## src/rtl/zorro_master_cycle.sv

```systemverilog
// zorro_master_cycle: runs one Zorro III-style bus cycle per internal request.
// It drives the address and strobes, waits for DTACK/BERR (with timeout) and reports back.
module zorro_master_cycle #(
    parameter int unsigned TIMEOUT_CYCLES = 255,
    parameter int unsigned CNT_W          = 16
) (
    input  logic        CLK,
    input  logic        RESET,
    input  logic        bus_owned,
    input  logic        req_valid,
    output logic        req_ready,
    input  logic        req_read,
    input  logic [31:0] req_addr,
    input  logic [31:0] req_wdata,
    input  logic [3:0]  req_be,
    output logic        rsp_valid,
    output logic [31:0] rsp_rdata,
    output logic        rsp_err,
    output logic        busy,
    output logic [31:0] ADDR_OUT,
    output logic        ADDR_OE,
    output logic        READ,
    output logic        FCS_n,
    output logic [3:0]  DS_n,
    output logic        DOE,
    output logic [31:0] DATA_OUT,
    input  logic [31:0] DATA_IN,
    input  logic        DTACK_n,
    input  logic        BERR_n
);

    typedef enum logic [2:0] {
        S_IDLE,
        S_ADDR,
        S_ASSERT,
        S_STROBE,
        S_RELEASE,
        S_DONE
    } state_t;

    localparam logic [CNT_W-1:0] CNT_LAST = CNT_W'(TIMEOUT_CYCLES - 1);

    state_t           state_q, state_d;
    logic [CNT_W-1:0] cnt_q, cnt_d;
    logic             err_q, err_d;
    logic [31:0]      addr_q, addr_d;
    logic             read_q, read_d;
    logic [31:0]      wdata_q, wdata_d;
    logic [3:0]       be_q, be_d;
    logic [31:0]      rdata_q, rdata_d;
    logic [1:0]       dtk_sync_q;
    logic [1:0]       berr_sync_q;
    logic             dtk;
    logic             berr;

    assign dtk       = ~dtk_sync_q[1];
    assign berr      = ~berr_sync_q[1];
    assign ADDR_OUT  = addr_q;
    assign READ      = read_q;
    assign DATA_OUT  = wdata_q;
    assign rsp_rdata = rdata_q;

    always_ff @(posedge CLK) begin
        if (RESET) begin
            state_q     <= S_IDLE;
            cnt_q       <= '0;
            err_q       <= 1'b0;
            addr_q      <= '0;
            read_q      <= 1'b1;
            wdata_q     <= '0;
            be_q        <= '0;
            rdata_q     <= '0;
            dtk_sync_q  <= 2'b11;
            berr_sync_q <= 2'b11;
        end else begin
            state_q     <= state_d;
            cnt_q       <= cnt_d;
            err_q       <= err_d;
            addr_q      <= addr_d;
            read_q      <= read_d;
            wdata_q     <= wdata_d;
            be_q        <= be_d;
            rdata_q     <= rdata_d;
            dtk_sync_q  <= {dtk_sync_q[0], DTACK_n};
            berr_sync_q <= {berr_sync_q[0], BERR_n};
        end
    end

    always_comb begin
        state_d   = state_q;
        cnt_d     = cnt_q;
        err_d     = err_q;
        addr_d    = addr_q;
        read_d    = read_q;
        wdata_d   = wdata_q;
        be_d      = be_q;
        rdata_d   = rdata_q;
        req_ready = 1'b0;
        rsp_valid = 1'b0;
        rsp_err   = 1'b0;
        busy      = 1'b1;
        ADDR_OE   = 1'b0;
        FCS_n     = 1'b1;
        DS_n      = 4'hF;
        DOE       = 1'b0;
        unique case (state_q)
            S_IDLE: begin
                busy      = 1'b0;
                req_ready = bus_owned & ~RESET;
                if (req_valid && req_ready) begin
                    addr_d  = req_addr;
                    read_d  = req_read;
                    wdata_d = req_wdata;
                    be_d    = req_be;
                    err_d   = 1'b0;
                    state_d = S_ADDR;
                end
            end
            S_ADDR: begin
                ADDR_OE = 1'b1;
                state_d = S_ASSERT;
            end
            S_ASSERT: begin
                ADDR_OE = 1'b1;
                FCS_n   = 1'b0;
                DOE     = ~read_q;
                cnt_d   = '0;
                state_d = S_STROBE;
            end
            S_STROBE: begin
                ADDR_OE = 1'b1;
                FCS_n   = 1'b0;
                DS_n    = ~be_q;
                DOE     = 1'b1;
                cnt_d   = cnt_q + CNT_W'(1);
                // BERR wins over a simultaneous DTACK
                if (berr) begin
                    err_d   = 1'b1;
                    cnt_d   = '0;
                    state_d = S_RELEASE;
                end else if (dtk) begin
                    if (read_q) rdata_d = DATA_IN;
                    cnt_d   = '0;
                    state_d = S_RELEASE;
                end else if (cnt_q == CNT_LAST) begin
                    err_d   = 1'b1;
                    cnt_d   = '0;
                    state_d = S_RELEASE;
                end
            end
            S_RELEASE: begin
                ADDR_OE = 1'b1;
                cnt_d   = cnt_q + CNT_W'(1);
                if (!dtk && !berr) begin
                    state_d = S_DONE;
                end else if (cnt_q == CNT_LAST) begin
                    err_d   = 1'b1;
                    state_d = S_DONE;
                end
            end
            S_DONE: begin
                rsp_valid = 1'b1;
                rsp_err   = err_q;
                err_d     = 1'b0;
                state_d   = S_IDLE;
            end
            default: state_d = S_IDLE;
        endcase
    end

endmodule

```

## config.mk

```make
export PLATFORM = sky130hd
export DESIGN_NAME = zorro_master_cycle
export DESIGN_NICKNAME = d
export VERILOG_FILES = /design/src/rtl/zorro_master_cycle.sv
export SDC_FILE = /design/constraint.sdc
export NUM_CORES = 1
export LEC_CHECK = 0
export ABC_AREA = 1
export BUFFER_PORTS_ARGS = -buffer_cell sky130_fd_sc_hd__buf_2
export CORE_ASPECT_RATIO = 1.5
export CORE_MARGIN = 3
export CORE_UTILIZATION = 47
export CTS_CLUSTER_DIAMETER = 50
export DETAILED_ROUTE_END_ITERATION = 8
export PLACE_DENSITY = 0.75
export RECOVER_POWER = 100
export SETUP_SLACK_MARGIN = 0.1
export SLEW_MARGIN = 20
export SYNTH_ARGS = -nofsm -noshare
export SYNTH_HDL_FRONTEND = slang
export SYNTH_SLANG_ARGS = --single-unit
export TNS_END_PERCENT = 10
```

## constraint.sdc

```tcl
create_clock -name CLK -period 1.6 [get_ports CLK]
set_input_delay 0.08 -clock CLK [delete_from_list [all_inputs] [get_ports CLK]]
set_output_delay 0.08 -clock CLK [all_outputs]
set_load 0.03 [all_outputs]
```

==> impl_metrics.csv <==
group,metric,value,unit
run_status,status,"finished, violations left",
run_status,violations,"setup timing",
floorplan,core,10200,um2
floorplan,dieArea,11900,um2
grt,grt-ovfl-total,0,
clocking,clock-root-buffer,"clkbuf_16",
critical_path,start_kind,"register",
sta,min_period,1990,ps
critical_path,reg2reg_to,"ADDR_OUT[28]$_SDFFE_PP0P_",
floorplan,chipWidth,90.2,um
critical_path,cp.depth,9,
drt,vias,6504,
sta,slew_viol_final,0,
clocking,cts_inserted_buffers,17,
sta,period_share,1.25,
critical_path,r2r_start,"state_q[1]$_SDFFE_PP0P_",
placement,gp_congestion,0.869,
sta,hold_viol_final,0,
finish,ff_latch_area,2520,um2
floorplan,initial_core_util,0.488,
placement,placement.cell_area,6140,um2
critical_path,cp_max_fo,17,
clocking,cts_tree,"done",
floorplan,rows,45,
power,power_leakage,3.56,nW
sta,finalSetupViolations,4,
clocking,cts_buffer_depth,2,
placement,portBuffers,214,
finish,multi_input_area,2310,um2
drt,viasPerCell,5.54,
clocking,clock_latency,420,ps
critical_path,crit_slowest_cell,"o21ai_0",
logic_synthesis,synth_fp_nets,789,
critical_path,path_buf_inv,4,
sta,rsz0062_at_grt,"true",
critical_path,path_cells,"inv_4 -> nand2_4 -> nor2_4 -> inv_4 -> nor2_8 -> buf_12 -> buf_6 -> o21ai_0 -> nor2_1",
finish,syn_to_final_growth,64.7,%
grt,antenna_found_initial,4,
grt,grt_util_all_layers,0.293,
grt,grt_pass1_vias,6046,
logic_synthesis,synth_edf_count,0,
power,finalPower,9.46,mW
critical_path,cp_data_required_time,1860,ps
finish,num-fill-cells,665,
placement,dp_hpwl,10200,um
logic_synthesis,ys_warn_count,0,
clocking,htree_levels,4,
critical_path,critPathTopFamily,"compound AO/OA/AOI/OAI gates",
placement,place_ws,16.2,ps
critical_path,crit_path_frequent_cell,"inv_4",
critical_path,max_stage_delay,610,ps
sta,tightest_slew,750,ps
clocking,numClockSinks,125,
power,peakVddDrop,0.912,mV
critical_path,worstRegToRegCells,9,
logic_synthesis,synthArstFlopShare,0,
grt,grt_max_degree,70,
drt,wirelength,22700,um
drt,drt_iter0_markers,627,
clocking,clk_pin_slew,60,ps
logic_synthesis,synth_cells,680,
critical_path,worstPathArrival,2260,ps
logic_synthesis,synth_area_leaders,"dfxtp_1 50%, nor2_1 17%, o21ai_0 11%, nand2_1 5.9%, inv_1 2.0%",
drt,route.detailed.drc,0,
power,p_per_area,1150,nW/um2
critical_path,r2r_slack,-390,ps
logic_synthesis,synth_cell_types,31,
sta,max_freq,501,MHz
min_path,hold_path_class,"in2reg",
logic_synthesis,syn_area,5000,um2
floorplan,ioPinCount,215,
critical_path,crit_end,"ADDR_OUT[28]$_SDFFE_PP0P_",
sta,setup_ws,-394,ps
flow_run,max_cap_violations,0,
drt,ant_nets,0,
logic_synthesis,synth-seq-cells,125,
floorplan,die_y,132,um
critical_path,startpoint,"state_q[1]$_SDFFE_PP0P_",
drt,drt_pass1_iterations,6,
logic_synthesis,postSynthAreaPerCell,7.35,um2
logic_synthesis,seq_area_frac_synth,0.501,
logic_synthesis,yosysTopAreaCell,"dfxtp_1",
logic_synthesis,synth_top_area_frac,0.501,
drt,wl_per_cell,19.3,um
finish,postLayoutCellArea,8230,um2
critical_path,critPathKind,"reg2reg",
sta,fin_skew,11.9,ps
logic_synthesis,yosys_most_used_dff,"dfxtp_1",
grt,grt_pass1_wl,28600,um
critical_path,critPathCaptureType,"register",
finish,layout.nets,1124,
sta,maxSlewHeadroom,0.495,
finish,drive_gt1_frac,0.241,
timing repair:
item,in CTS,in global routing
hold endpoints to repair,103,0
resized for setup,15,78
pin swaps,1,19
gates cloned,0,15
hold buffers,103,0
setup endpoints to repair,51,126
setup buffers,4,7
state kept, by name (all words and copies together) (netlist names):
signal and count:
cnt_q 16, rsp_rdata 32, ADDR_OUT 32, dtk_sync_q 2, state_q 3, err_q 1, be_q 4, READ 1
berr_sync_q 2, DATA_OUT 32
placed cells by master, fill, tap and decap left out, types with 12 or more instances in the layout:
cell type,netlist,routed
o21ai_1,0,12
nand3_1,18,17
inv_1,26,25
nor2_2,1,20
clkbuf_16,0,24
nor2_1,227,205
clkbuf_1,16,99
buf_2,10,107
buf_4,4,14
buf_6,3,14
o21ai_0,110,97
dlygate4sd3_1,0,103
a21oi_1,18,18
nand2_1,78,73
dfxtp_1,125,118
synthesized netlist by cell type, drive strengths merged (3+ instances only):
master and count:
nor2 231, xor2 3, inv 34, clkbuf 17
nand4 3, o21ai 111, nand3 22, dfxtp 125
or2 5, nor3 3, buf 18, a21oi 20
nand2 82
report_power, final:
group / total [mW] / switching [mW] / internal [mW]
Sequential: 3.48 / 0.157 / 3.32
Combinational: 2.14 / 1.35 / 0.786
Clock: 3.84 / 1.51 / 2.34
per-stage QoR:
step / cells / TNS, ps / util / hold WS (ps)
6_report: 1173 / -486 / 0.803 / 113
3_3_place_gp: 1008 / 0 / 0.599 / 269
4_1_cts: 1147 / 0 / 0.763 / 84.8
5_1_grt: 1172 / -877 / 0.803 / 117
2_1_floorplan: 680 / 0 / - / 184
3_5_place_dp: 1008 / 0 / 0.599 / 270
worst min-delay path, cell delays in order:
cell	delay, ps
buf_2	90
buf_4	240
a21oi_1	70
area by class of cell:
type | count | area share
sequential | 125 | 0.306
timing repair buffer | 350 | 0.301
inverter | 34 | 0.0188
clock inverter | 13 | 0.0170
tap | 141 | 0.0214
multi-input combinational | 487 | 0.281
antenna | 4 | 0.00122
clock buffer | 19 | 0.0538
how the worst min path moves through the flow:
| stage | cells past startpoint | start | to |
|---|---|---|---|
| final | 3 | RESET | cnt_q[6]$_SDFFE_PP0P_ |
| after global routing | 3 | RESET | state_q[2]$_SDFFE_PP0P_ |
| after CTS | 3 | RESET | state_q[2]$_SDFFE_PP0P_ |
| after detailed placement | 2 | DTACK_n | dtk_sync_q[0]$_SDFF_PP1_ |
| after global placement | 2 | DTACK_n | dtk_sync_q[0]$_SDFF_PP1_ |
| after floorplan | 1 | BERR_n | berr_sync_q[0]$_SDFF_PP1_ |
per-layer routing:
metal  share of wire  track usage  routed length (um)
met3            0.11        0.104                2390
met4           0.083        0.165                1880
met5               0            0                   0
met1            0.32        0.298                7280
met2            0.49        0.515               11100
cells by family after synthesis:
family	count (synthesis)	share of synthesized area
adder cells (fa/ha/maj)	2	0.00501
XOR/XNOR	3	0.00526
AO/OA/AOI/OAI	133	0.136
buffers and inverters	69	0.0648
AND/OR/NAND/NOR	348	0.288
flip-flops	125	0.501
Power figures use the tool's default switching activity.
